**config.mk**
```make
export PLATFORM = sky130hd
export DESIGN_NAME = pc_sequencer
export DESIGN_NICKNAME = d
export VERILOG_FILES = /design/src/rtl/pc_sequencer.sv
export SDC_FILE = /design/constraint.sdc
export NUM_CORES = 1
export LEC_CHECK = 0
export BUFFER_PORTS_ARGS = -buffer_cell sky130_fd_sc_hd__buf_2
export CAP_MARGIN = 25
export CORE_MARGIN = 3
export CORE_UTILIZATION = 53
export DETAILED_ROUTE_END_ITERATION = 12
export PLACE_DENSITY_LB_ADDON = 0.1
export SYNTH_ARGS = -nofsm -noshare
export SYNTH_HDL_FRONTEND = slang
export SYNTH_SLANG_ARGS = --single-unit
```
**constraint.sdc**
```tcl
create_clock -name clk -period 3.1 [get_ports clk]
set_clock_uncertainty 0.15 [all_clocks]
set_input_delay 0.155 -clock clk [delete_from_list [all_inputs] [get_ports clk]]
set_output_delay 0.155 -clock clk [all_outputs]
set_load 0.03 [all_outputs]
```
**src/rtl/pc_sequencer.sv**
```systemverilog
// pc_sequencer
//   Owns the fetch program counter. It arbitrates redirect requests
//   (trap > jalr > jal > branch), holds the PC under the valid/ready fetch
//   handshake, and buffers a redirect that arrives while a fetch is
//   outstanding. It also pulses flush to IF/ID when a redirect lands.
// Ports
//   clk, rst_n         clock (rising edge), asynchronous active-low reset
//   stall_i            blocks sequential advance only
//   if_ready_i         instruction memory accepts pc_o this cycle
//   br_taken_i/_target branch redirect
//   jal_i/_target      JAL redirect
//   jalr_i/_target     JALR redirect (bit0 cleared internally)
//   trap_i             redirect to TRAP_VEC
//   if_req_o           fetch request valid
//   pc_o               fetch address
//   pcsrc_o            select of last PC update (00 seq, 01 br, 10 jump, 11 trap)
//   flush_o            1-cycle pulse when a redirect updates the PC
//   misalign_o         1-cycle pulse when a redirect target had bit1 set
module pc_sequencer #(
   parameter logic [31:0] RESET_PC = 32'h0000_0000,
   parameter logic [31:0] TRAP_VEC = 32'h0000_0100
) (
   input  logic        clk,
   input  logic        rst_n,
   input  logic        stall_i,
   input  logic        if_ready_i,
   input  logic        br_taken_i,
   input  logic [31:0] br_target_i,
   input  logic        jal_i,
   input  logic [31:0] jal_target_i,
   input  logic        jalr_i,
   input  logic [31:0] jalr_target_i,
   input  logic        trap_i,
   output logic        if_req_o,
   output logic [31:0] pc_o,
   output logic [1:0]  pcsrc_o,
   output logic        flush_o,
   output logic        misalign_o
);

   typedef enum logic [1:0] {BOOT, RUN, PEND} state_t;

   state_t      r_state;
   logic [31:0] r_pc;
   logic [1:0]  r_pcsrc;
   logic        r_req;
   logic        r_flush;
   logic        r_mis;
   logic [31:0] r_pend_tgt;
   logic [1:0]  r_pend_sel;

   logic        w_redir;
   logic        w_mis;
   logic [31:0] w_raw;
   logic [31:0] w_tgt;
   logic [1:0]  w_sel;

   // Redirect arbitration. A target with bit1 set becomes a trap.
   always_comb begin
      w_redir = trap_i | jalr_i | jal_i | br_taken_i;
      w_raw   = br_target_i;
      w_sel   = 2'b01;
      if (trap_i) begin
         w_raw = TRAP_VEC;
         w_sel = 2'b11;
      end else if (jalr_i) begin
         w_raw = {jalr_target_i[31:1], 1'b0};
         w_sel = 2'b10;
      end else if (jal_i) begin
         w_raw = jal_target_i;
         w_sel = 2'b10;
      end
      w_mis = w_redir & ~trap_i & w_raw[1];
      w_tgt = w_raw;
      if (w_mis) begin
         w_tgt = TRAP_VEC;
         w_sel = 2'b11;
      end
   end

   always_ff @(posedge clk or negedge rst_n) begin
      if (!rst_n) begin
         r_state    <= BOOT;
         r_pc       <= RESET_PC;
         r_pcsrc    <= 2'b00;
         r_req      <= 1'b0;
         r_flush    <= 1'b0;
         r_mis      <= 1'b0;
         r_pend_tgt <= '0;
         r_pend_sel <= 2'b00;
      end else begin
         r_flush <= 1'b0;
         r_mis   <= 1'b0;
         case (r_state)
            BOOT: begin
               r_state <= RUN;
               r_req   <= 1'b1;
            end
            RUN: begin
               if (w_redir) begin
                  r_mis <= w_mis;
                  if (if_ready_i) begin
                     // A redirect ignores stall_i.
                     r_pc    <= w_tgt;
                     r_pcsrc <= w_sel;
                     r_flush <= 1'b1;
                  end else begin
                     // The fetch is still outstanding, so pc_o must stay put.
                     r_pend_tgt <= w_tgt;
                     r_pend_sel <= w_sel;
                     r_state    <= PEND;
                  end
               end else if (if_ready_i && !stall_i) begin
                  r_pc    <= r_pc + 32'd4;
                  r_pcsrc <= 2'b00;
               end
            end
            PEND: begin
               // Only a trap can override a buffered redirect. Other redirects
               // come from the wrong path.
               if (if_ready_i) begin
                  r_pc    <= trap_i ? TRAP_VEC : r_pend_tgt;
                  r_pcsrc <= trap_i ? 2'b11 : r_pend_sel;
                  r_flush <= 1'b1;
                  r_state <= RUN;
               end else if (trap_i) begin
                  r_pend_tgt <= TRAP_VEC;
                  r_pend_sel <= 2'b11;
               end
            end
            default: r_state <= BOOT;
         endcase
      end
   end

   assign if_req_o   = r_req;
   assign pc_o       = r_pc;
   assign pcsrc_o    = r_pcsrc;
   assign flush_o    = r_flush;
   assign misalign_o = r_mis;

endmodule
```
==> reports/results.tsv, run 1 <==
stage	metric	value	unit
status	status	completed	
global_route	M2 GR Usage	46.83	%
global_route	pin count of the biggest net entering global routing	40	
yosys	asr flop ratio synth	100.0	%
floorplanning	FP Rows	34	
route	DR vias	5041	
yosys	Post-synth EDFFs	0	
yosys	syn avg cell area	8.628	sq um
sta	Final Slew Violations	0	
clocking	TritonCTS sink count	73	
global_route	routing usage on met1	43.03	%
floorplanning	IO Count	141	
yosys	top_reg_cell synth	dfrtp_1	
placement	Setup WS pre-CTS	417.8	ps
final_layout	fraction of layout instances using a drive strength above 1	29.03	%
global_route	GRT busiest layer	met2	
clocking	CTS clock-pin slew for the worst setup and hold paths	80	ps
yosys	Syn Std Cell Area	0.004797	sq mm
pwr	Final Power	4.718	mW
final_layout	Non-Filler Instances	797	
worst_setup_path	R2R depth	9	
floorplanning	Core Footprint	0.008763	sq mm
worst_setup_path	crit path max fanout	34	
global_route	All-Layer GR Usage	30.08	%
floorplanning	die area	0.01023	sq mm
yosys	synthesized instance count	556	
placement	I/O Buffers	139	
worst_setup_path	Worst Path Required	3190	ps
yosys	Seq/Total Area, Yosys	38.08	%
final_layout	P&R area growth vs syn	21.28	%
sta	Final WS setup	568.3	ps
worst_setup_path	CP Class	reg2reg	
final_layout	Antenna Cells	0	
sta	period utilization	81.67	%
sta	Final Setup Violations	0	
global_route	vias in the first global route	4783	
route	DRT Pass-1 Iters	5	
global_route	initial antenna violation count	0	
global_route	first-pass GRT wire length	24440	microns
worst_hold_path	Hold Crit Depth	3	
yosys	Seq cells post-synth	73	
sta	worst slew margin relative to its limit	45.77	%
final_layout	nets	792	
route	Final ANT Viol Nets	0	
final_layout	final core occ	66.39	%
global_route	gr ovfl total	0	
sta	Setup TNS Final	0	ps
worst_hold_path	Worst Hold Class	in2reg	
sta	RSZ-0062 raised after global routing	no	
route	DRT iter0 DRCs	388	
pwr	P_leak	2.704	nW
clocking	number of gates resized after CTS	0	
run	Max Cap Viol	0	
clocking	TritonCTS clock tree	done	
floorplanning	die height	101.1	microns
clocking	CTS buffer count	9	
pwr	Max rail drop VDD	621.6	uV
yosys	synth top area cells	dfrtp_1 38%, nand2_1 5.3%, a21oi_1 5.0%, mux2i_1 5.0%, o21ai_0 4.4%	
worst_setup_path	CP Capture Type	register	
yosys	area fraction of the dominant cell type after synthesis	38.08	%
floorplanning	starting density of the core	54.74	%
clocking	root buf cell	clkbuf_8	
worst_setup_path	Worst Setup Start Kind	register	
pwr	PwrDens	810.9	mW/mm^2
sta	final hold vios	0	
clocking	postcts setup bufs	0	
placement	Placed Instances	779	
route	wire length per cell	19.19	microns
route	via/cell ratio	6.325	
final_layout	filler cell count	778	
final_layout	most frequent cells in the layout	139 x buf_2, 73 x dfrtp_1, 68 x nand2_1	
yosys	YS warnings	0	
sta	Worst Tran Pin Value	807.3	ps
worst_setup_path	Worst EP arrival	2620	ps
placement	RePlAce Congestion	0.9268	
clocking	H-tree lvl count	3	
yosys	post-synth top area cell	dfrtp_1	
yosys	Synth Net Count	664	
yosys	post-synthesis cell type count	68	
clocking	CTS max path bufs	2	
clocking	Clock Latency Late Sink	340	ps
placement	HPWL Detailed	11010	microns
route	routed wire length	15290	microns
route	DRC	0	
global_route	GRT met3 Usage	4.545	%
final_layout	commonest non-fill, non-tap cell in the layout	buf_2	
floorplanning	Die Wd	101.1	microns
sta	Tmin final	2532	ps
sta	Fmax	395.0	MHz
## Yosys cell counts (3+ instances only)
cell type,n
dfrtp_1,73
nand2_1,68
a21oi_1,48
o21ai_0,42
nor2_1,33
clkbuf_1,29
a22o_1,24
mux2i_1,24
nand3_1,18
a211oi_1,13
nor2b_1,12
a31oi_1,9
inv_1,9
mux2_2,9
buf_2,8
a221oi_1,7
nand2b_1,7
nor3_1,7
a22oi_1,6
buf_1,6
nand4_1,6
nor4_1,6
o31ai_1,6
and3_1,5
o211ai_1,5
ha_1,4
o211a_1,4
o31a_1,4
a21o_1,3
a222oi_1,3
a2bb2oi_1,3
a311oi_1,3
nand3b_1,3
o22ai_1,3
o311ai_0,3
xnor2_1,3
## metrics by stage
step,hold slack [ps],instance area [sq um]
after global placement,99.08,5617
after detailed placement,96.42,5617
after global routing,19.15,5818
final,11.90,5818
after floorplan,-290.6,4797
after CTS,1.597,5818
## logic make-up (layout without fill, tap and decap cells)
group                      Yosys count  count (layout)  synth area share (%)
and+or+nand+nor                    187             187                 19.90
buffers and inverters               54             187                 4.590
xor gates and xnor gates             4               4                0.7304
DFF                                 73              73                 38.08
AOI/OAI and AO/OA                  201             201                 28.53
adders and majority gates            4               4                 1.043
muxes                               33              33                 7.121
## final timing paths
| path | start | end | slack [ps] |
|---|---|---|---|
| max in group asynchronous | rst_n | r_pend_tgt[8]$_DFFE_PN0P_ | 1790 |
| max reg2reg | r_state[0]$_DFFE_PN0P_ | pc_o[31]$_DFFE_PN0P_ | 570 |
| max | r_state[0]$_DFFE_PN0P_ | pc_o[31]$_DFFE_PN0P_ | 570 |
| min reg2reg | if_req_o$_DFFE_PN0P_ | if_req_o$_DFFE_PN0P_ | 330 |
| min | jalr_target_i[7] | r_pend_tgt[7]$_DFFE_PN0P_ | 10 |
| min in group asynchronous | rst_n | r_pend_tgt[21]$_DFFE_PN0P_ | 240 |
## state kept, by name, indices dropped and copies added, names as in the netlist
name,cells
r_pend_tgt,32
misalign_o,1
flush_o,1
r_pend_sel,2
r_state,2
if_req_o,1
pc_o,32
pcsrc_o,2
## power by group
part / switching (mW) / leakage (nW) / internal (mW) / total, mW
clock network: 0.370 / 0.0928 / 0.335 / 0.706
registers: 0.393 / 0.935 / 1.33 / 1.73
logic: 1.50 / 1.68 / 0.789 / 2.29
## what timing repair did
action                                  4_1_cts  5_1_grt
endpoints found under the setup margin        0        0
endpoints found under the hold margin        32        0
hold buffers                                  2        0
## worst max-delay path, cell delays in order (launching register included)
cell and delay [ps]:
dfrtp_1 400, inv_1 90, ha_1 160, buf_4 270, nor2b_2 190, buf_4 370
nand2_1 180, and3_1 210, o31a_1 100, nor4_1 300
## final cells by class
type / instances / area, sq um / area share (%)
timing repair buffer: 161 / 865.8 / 14.88
multi-input combinational: 429 / 2771 / 47.63
sequential: 73 / 1827 / 31.40
clock buffer: 12 / 155.1 / 2.667
clock inverter: 4 / 26.28 / 0.4516
tap: 108 / 135.1 / 2.323
inverter: 10 / 37.54 / 0.6452
## per-layer routing
| metal | part of all wire (%) | up-vias |
|---|---|---|
| li1 | - | 2358 |
| met1 | 43 | 2409 |
| met2 | 47 | 252 |
| met3 | 8.5 | 22 |
| met4 | 1.4 | 0 |
| met5 | 0 | - |
No activity file was read; power rests on OpenSTA's default activity.
==> inputs of run 2 (changes only) <==
--- a/config.mk
+++ b/config.mk
@@ -8,7 +8,7 @@
 export BUFFER_PORTS_ARGS = -buffer_cell sky130_fd_sc_hd__buf_2
 export CAP_MARGIN = 25
 export CORE_MARGIN = 3
-export CORE_UTILIZATION = 53
+export CORE_UTILIZATION = 48
 export DETAILED_ROUTE_END_ITERATION = 12
 export PLACE_DENSITY_LB_ADDON = 0.1
 export SYNTH_ARGS = -nofsm -noshare
==> constraint.sdc (replaced) <==
create_clock -name clk -period 2.2 [get_ports clk]
set_clock_uncertainty 0.15 [all_clocks]
set_input_delay 0.11 -clock clk [delete_from_list [all_inputs] [get_ports clk]]
set_output_delay 0.11 -clock clk [all_outputs]
set_load 0.03 [all_outputs]
==> run 2 against run 1 <==
Effect of this change:
- wire length is 11% higher
- die area is 9.8% higher
- worst setup slack worse by 500 ps
- critical path depth did not move
- combinational power is 79% higher
- fmax up 19%
- clock power increased by 53%
- register-to-register slack worse by 500 ps
==> reports/results.tsv, run 2 (synthesis results as in run 1) <==
stage	metric	value	unit	change
clocking	CTS max path bufs	2		unchanged
pwr	Comb pwr share	54.8	%	+6.3 points
final_layout	P&R area growth vs syn	37.32	%	
global_route	vias in the first global route	5171		+8.1%
placement	Placed Area	0.006231	sq mm	+11%
final_layout	Antenna Cells	0		unchanged
worst_setup_path	worst r2r src	r_state[0]$_DFFE_PN0P_		
pwr	PwrDens	1140	mW/mm^2	+41%
route	via/cell ratio	6.081		-3.9%
pwr	power share of the sequential group	30.9	%	-5.7 points
floorplanning	Core Footprint	0.009459	sq mm	+7.9%
worst_setup_path	CP dominant cell by count	buf_4		
sta	period utilization	96.84	%	+15 points
worst_setup_path	CP Class	reg2reg		
status	status	completed		
global_route	pin count of the biggest net entering global routing	40		unchanged
sta	final hold vios	0		unchanged
clocking	H-tree lvl count	3		unchanged
final_layout	most frequent cells in the layout	139 x buf_2, 86 x buf_4, 67 x nand2_1		
route	Final ANT Viol Nets	0		unchanged
pwr	P_leak	3.114	nW	+15%
worst_hold_path	Hold EP	r_pend_tgt[0]$_DFFE_PN0P_		
clocking	CTS buffer count	9		unchanged
clocking	CTS clock-pin slew for the worst setup and hold paths	80	ps	about the same
final_layout	fin area	0.006588	sq mm	+13%
sta	Final Setup Violations	0		unchanged
clocking	Clock Latency Late Sink	340	ps	about the same
worst_hold_path	Worst Hold Class	in2reg		
worst_setup_path	CP delay by family, top	simple AND/OR/NAND/NOR gates		
route	wire length per cell	18.88	microns	-1.6%
global_route	All-Layer GR Usage	29.78	%	-0.30 points
global_route	first-pass GRT wire length	26610	microns	+8.9%
worst_setup_path	CP Capture Type	register		
worst_setup_path	slowest CP cell	or4_1		
pwr	Max rail drop VDD	1013	uV	+63%
floorplanning	IO Count	141		unchanged
floorplanning	Die Wd	106.0	microns	+4.8%
sta	Final WS setup	69.57	ps	-498.7 ps
worst_setup_path	Worst EP arrival	2210	ps	-410 ps
sta	Fmax	469.4	MHz	+19%
route	DR vias	5455		+8.2%
final_layout	fraction of layout instances using a drive strength above 1	37.24	%	+8.2 points
placement	RePlAce Congestion	0.9192		-0.82%
worst_hold_path	Hold Crit Depth	3		unchanged
sta	worst slew margin relative to its limit	68.36	%	+23 points
placement	Setup WS pre-CTS	-3.555	ps	-421.4 ps
pwr	Pint	4.156	mW	+69%
floorplanning	die height	106.0	microns	+4.8%
worst_setup_path	CP bufs+invs	3		unchanged
worst_setup_path	reg2reg end	pc_o[18]$_DFFE_PN0P_		
route	routed wire length	16940	microns	+11%
final_layout	commonest non-fill, non-tap cell in the layout	buf_2		
sta	worst hold slack	36.37	ps	+24.46 ps
clocking	root buf cell	clkbuf_8		
global_route	initial antenna violation count	0		unchanged
worst_setup_path	crit path max fanout	9		-74%
pwr	sw frac	44.65	%	-3.3 points
pwr	Final Power	7.509	mW	+59%
pwr	Clk pwr share	14.3	%	-0.7 points
worst_setup_path	R2R depth	9		unchanged
worst_setup_path	FF-to-FF setup slack	70	ps	-500 ps
sta	Final Slew Violations	0		unchanged
floorplanning	FP Rows	35		+2.9%
floorplanning	starting density of the core	50.71	%	-4.0 points
floorplanning	die area	0.01123	sq mm	+9.8%
run	Max Cap Viol	0		unchanged
route	DRT iter0 DRCs	461		+19%
worst_setup_path	CP peak stage delay	390	ps	about the same
final_layout	filler cell count	763		-1.9%
placement	HPWL Detailed	12690	microns	+15%
placement	I/O Buffers	139		unchanged
final_layout	nets	871		+10%
route	DRC	0		unchanged
route	DRT Pass-1 Iters	5		unchanged
worst_setup_path	Worst Setup Start Kind	register		
global_route	gr ovfl total	0		unchanged
pwr	Switching Power	3.353	mW	+48%
sta	Worst Tran Pin Value	471.8	ps	-335.6 ps
sta	Tmin final	2130	ps	-401.3 ps
clocking	TritonCTS clock tree	done		
sta	RSZ-0062 raised after global routing	yes		
worst_hold_path	min-delay src	br_target_i[0]		
clocking	TritonCTS sink count	73		unchanged
worst_setup_path	Worst Path Required	2280	ps	-910 ps
worst_setup_path	critical path cell sequence	inv_1, ha_1, buf_4, nor2b_4, buf_4, nand2_2, nand2_1, or4_1, o221a_2		
run 2: power groups by stage:
stage               Clock (mW)  Combinational (mW)  Sequential [mW]
finish                    1.08                4.11             2.32
global route              1.15                4.42             2.38
CTS                       1.10                3.97             2.31
detailed placement           0                3.95             2.33
global placement             0                3.87             2.31
floorplan                    0                1.65             2.91
run 2: repair_timing:
action / in CTS / in global routing
setup buffers: 0 / 7
endpoints found under the hold margin: 80 / 0
hold buffers: 8 / 0
cloned: 0 / 0
endpoints found under the setup margin: 1 / 18
pin swaps: 1 / 3
resized for setup: 0 / 7
run 2: worst max path at each step:
stage	startpoint	endpoint	slack, ps	cells after the start
6_report	r_state[0]$_DFFE_PN0P_	pc_o[18]$_DFFE_PN0P_	70	9
5_1_grt	r_state[0]$_DFFE_PN0P_	pc_o[28]$_DFFE_PN0P_	-7	9
4_1_cts	pc_o[3]$_DFFE_PN0P_	pc_o[29]$_DFFE_PN0P_	0.1	5
3_5_place_dp	pc_o[6]$_DFFE_PN0P_	pc_o[29]$_DFFE_PN0P_	-4	5
3_3_place_gp	pc_o[7]$_DFFE_PN0P_	pc_o[29]$_DFFE_PN0P_	20	5
2_1_floorplan	pc_o[6]$_DFFE_PN0P_	pc_o[29]$_DFFE_PN0P_	-220	6
run 2: layer usage:
metal / share of wire [%] / GRT usage [%] / up-vias
met5: 0 / 0 / -
met3: 9.2 / 5.039 / 24
li1: - / - / 2513
met1: 42 / 42.03 / 2609
met4: 0.93 / 6.846 / 0
met2: 48 / 48.09 / 309
run 2: final cells by class:
cell class | count | area, sq um | share of cell area (%)
multi-input cells | 429 | 2800 | 42.51
flip-flops and latches | 73 | 1837 | 27.88
repair buffers | 240 | 1553 | 23.57
well taps | 129 | 161.4 | 2.450
clock buffers | 13 | 158.9 | 2.412
clock inverters | 3 | 40.04 | 0.6078
inverters | 10 | 37.54 | 0.5698
run 2: worst min-delay path, stage by stage:
cell and delay [ps]:
buf_2 70, mux2i_1 80, o31ai_1 230
run 2: through the flow:
step | instances | util, % | setup TNS, ps
global placement | 866 | 65.87 | 0
finish | 897 | 69.64 | 0
detailed placement | 866 | 65.87 | -3.555
floorplan | 556 | - | -424.4
CTS | 890 | 68.82 | 0
global route | 897 | 69.64 | -7.441
==> inputs of run 3 (changes only) <==
--- a/config.mk
+++ b/config.mk
@@ -10,6 +10,7 @@
 export CORE_MARGIN = 3
 export CORE_UTILIZATION = 48
 export DETAILED_ROUTE_END_ITERATION = 12
+export HOLD_SLACK_MARGIN = 0.12
 export PLACE_DENSITY_LB_ADDON = 0.1
 export SYNTH_ARGS = -nofsm -noshare
 export SYNTH_HDL_FRONTEND = slang
==> run 3 against run 2 <==
Effect of this change:
- cell area rose by 3.1%
- flip-flop and latch count did not move
- first-iteration DRC count down 23%
- via count rose by 1.2%
- clock power about the same
- wire length grew 1.1%
- count of clock-buffer cells in the layout did not move
- die area unchanged
- non-clock buffer count is 20 higher
- core utilization increased by 2.2 points
- worst setup slack better by 5.2 ps
- hold slack improved by 100 ps
- critical endpoint is now pc_o[26]$_DFFE_PN0P_
==> reports/results.tsv, run 3 (synthesis results as in run 1) <==
stage	metric	value	unit	change
worst_setup_path	crit path max fanout	3		-6
worst_setup_path	Worst Path Required	2280	ps	about the same
final_layout	P&R area growth vs syn	41.63	%	
worst_setup_path	R2R depth	7		-2
clocking	H-tree lvl count	3		unchanged
placement	I/O Buffers	139		unchanged
global_route	pin count of the biggest net entering global routing	40		unchanged
floorplanning	die area	0.01123	sq mm	unchanged
floorplanning	FP Rows	35		unchanged
floorplanning	Die Wd	106.0	microns	unchanged
worst_hold_path	Hold EP	r_pend_tgt[26]$_DFFE_PN0P_		
final_layout	Antenna Cells	0		unchanged
sta	Final WS setup	74.80	ps	+5.227 ps
sta	Final Setup Violations	0		unchanged
sta	RSZ-0062 raised after global routing	yes		
floorplanning	starting density of the core	50.71	%	unchanged
clocking	TritonCTS sink count	73		unchanged
final_layout	most frequent cells in the layout	139 x buf_2, 85 x buf_4, 67 x nand2_1		
global_route	gr ovfl total	0		unchanged
pwr	PwrDens	1112	mW/mm^2	-2.4%
worst_setup_path	critical path cell sequence	inv_1, ha_1, o21ai_1, o21bai_2, buf_4, or3_1, a32o_1		
worst_setup_path	slowest CP cell	dfrtp_1		
global_route	vias in the first global route	5311		+2.7%
final_layout	nets	891		+2.3%
worst_setup_path	worst r2r src	r_state[0]$_DFFE_PN0P_		
floorplanning	Core Footprint	0.009459	sq mm	unchanged
run	Max Cap Viol	0		unchanged
sta	Final Slew Violations	0		unchanged
route	routed wire length	17130	microns	+1.1%
sta	Tmin final	2125	ps	-5.227 ps
route	wire length per cell	18.68	microns	-1.1%
clocking	root buf cell	clkbuf_8		
worst_hold_path	min-delay src	jalr_target_i[26]		
sta	final hold vios	0		unchanged
status	status	completed		
route	via/cell ratio	6.017		-1.1%
worst_setup_path	CP peak stage delay	400	ps	about the same
worst_hold_path	Hold Crit Depth	4		+1
final_layout	fin area	0.006794	sq mm	+3.1%
global_route	initial antenna violation count	0		unchanged
clocking	CTS buffer count	9		unchanged
final_layout	fraction of layout instances using a drive strength above 1	36.42	%	-0.82 points
pwr	P_leak	3.198	nW	+2.7%
worst_setup_path	FF-to-FF setup slack	70	ps	about the same
global_route	All-Layer GR Usage	30.39	%	+0.61 points
placement	Setup WS pre-CTS	-3.555	ps	unchanged
worst_setup_path	CP Class	reg2reg		
final_layout	commonest non-fill, non-tap cell in the layout	buf_2		
sta	Worst Tran Pin Value	743.8	ps	+272.1 ps
worst_setup_path	Worst EP arrival	2210	ps	about the same
route	DR vias	5518		+1.2%
sta	period utilization	96.60	%	-0.24 points
clocking	CTS max path bufs	2		unchanged
placement	RePlAce Congestion	0.9192		unchanged
worst_setup_path	CP Capture Type	register		
worst_setup_path	Worst Setup Start Kind	register		
placement	HPWL Detailed	12690	microns	unchanged
clocking	TritonCTS clock tree	done		
worst_hold_path	Worst Hold Class	in2reg		
route	Final ANT Viol Nets	0		unchanged
final_layout	FF+latch area	0.001837	sq mm	unchanged
worst_setup_path	CP delay by family, top	compound AO/OA/AOI/OAI gates		
worst_setup_path	CP bufs+invs	2		-1
clocking	CTS clock-pin slew for the worst setup and hold paths	80	ps	about the same
pwr	Max rail drop VDD	1024	uV	+1.1%
global_route	first-pass GRT wire length	27190	microns	+2.2%
placement	Placed Area	0.006231	sq mm	unchanged
clocking	Clock Latency Late Sink	350	ps	about the same
floorplanning	IO Count	141		unchanged
sta	worst slew margin relative to its limit	50.25	%	-18 points
route	DRT Pass-1 Iters	5		unchanged
route	DRT iter0 DRCs	356		-23%
final_layout	area of the multi-input gates	0.002803	sq mm	about the same
sta	Fmax	470.5	MHz	+0.25%
worst_setup_path	reg2reg end	pc_o[26]$_DFFE_PN0P_		
final_layout	filler cell count	735		-3.7%
floorplanning	die height	106.0	microns	unchanged
route	DRC	0		unchanged
## run 3: changes by cell type in the layout (fill, tap and decap cells not counted), sizes merged
cell,previous run,this run
dlygate4sd3,8,28
## run 3: stage by stage
step                util [%]  hold WS, ps  total power [mW]  cells  setup TNS, ps
floorplan                  -       -335.6             4.562    556         -424.4
global placement       65.87       -79.01             6.177    866              0
detailed placement     65.87       -71.93             6.279    866         -3.555
CTS                    70.94        126.5             7.410    910              0
global route           71.83        149.0             8.004    917         -23.79
finish                 71.83        135.9             7.556    917              0
## run 3: report_power, final
group          leakage (nW)  switching (mW)  internal (mW)
sequential            0.925           0.429           1.89
clock                 0.103           0.503          0.584
combinational          2.17            2.43           1.71
## run 3: area by class of cell
cell class | instances | area share [%]
clock buffers | 13 | 2.339
clock inverters | 3 | 0.5893
inverters | 10 | 0.5525
multi-input cells | 429 | 41.25
flip-flops and latches | 73 | 27.03
well taps | 129 | 2.376
repair buffers | 260 | 25.86
## run 3: worst max-delay path by stage
stage                                 from                   end  cells after the start
global route        r_state[0]$_DFFE_PN0P_  pc_o[27]$_DFFE_PN0P_                      9
global placement       pc_o[7]$_DFFE_PN0P_  pc_o[29]$_DFFE_PN0P_                      5
finish              r_state[0]$_DFFE_PN0P_  pc_o[26]$_DFFE_PN0P_                      7
floorplan              pc_o[6]$_DFFE_PN0P_  pc_o[29]$_DFFE_PN0P_                      6
CTS                    pc_o[3]$_DFFE_PN0P_  pc_o[29]$_DFFE_PN0P_                      5
detailed placement     pc_o[6]$_DFFE_PN0P_  pc_o[29]$_DFFE_PN0P_                      5
## run 3: worst register-to-register path: stages, from the launching register on
cell and delay, ps:
dfrtp_1 400, inv_1 100, ha_1 210, o21ai_1 130
o21bai_2 240, buf_4 160, or3_1 360, a32o_1 260
## run 3: timing repair
item,4_1_cts,5_1_grt
endpoints found under the hold margin,98,0
pin swaps,1,3
hold buffers,28,0
cloned,0,0
buffers inserted,0,7
gates resized for setup,0,9
setup endpoints to repair,1,18
## run 3: metal layers
metal  vias to the layer above  part of all wire (%)  global-route usage (%)  wire, microns
li1                       2551                     -                       -              -
met1                      2646                    42                   42.45           7229
met2                       300                    48                   49.13           8280
met3                        21                   8.4                   5.404           1434
met4                         0                   1.1                   7.493            183
met5                         -                     0                       0              0
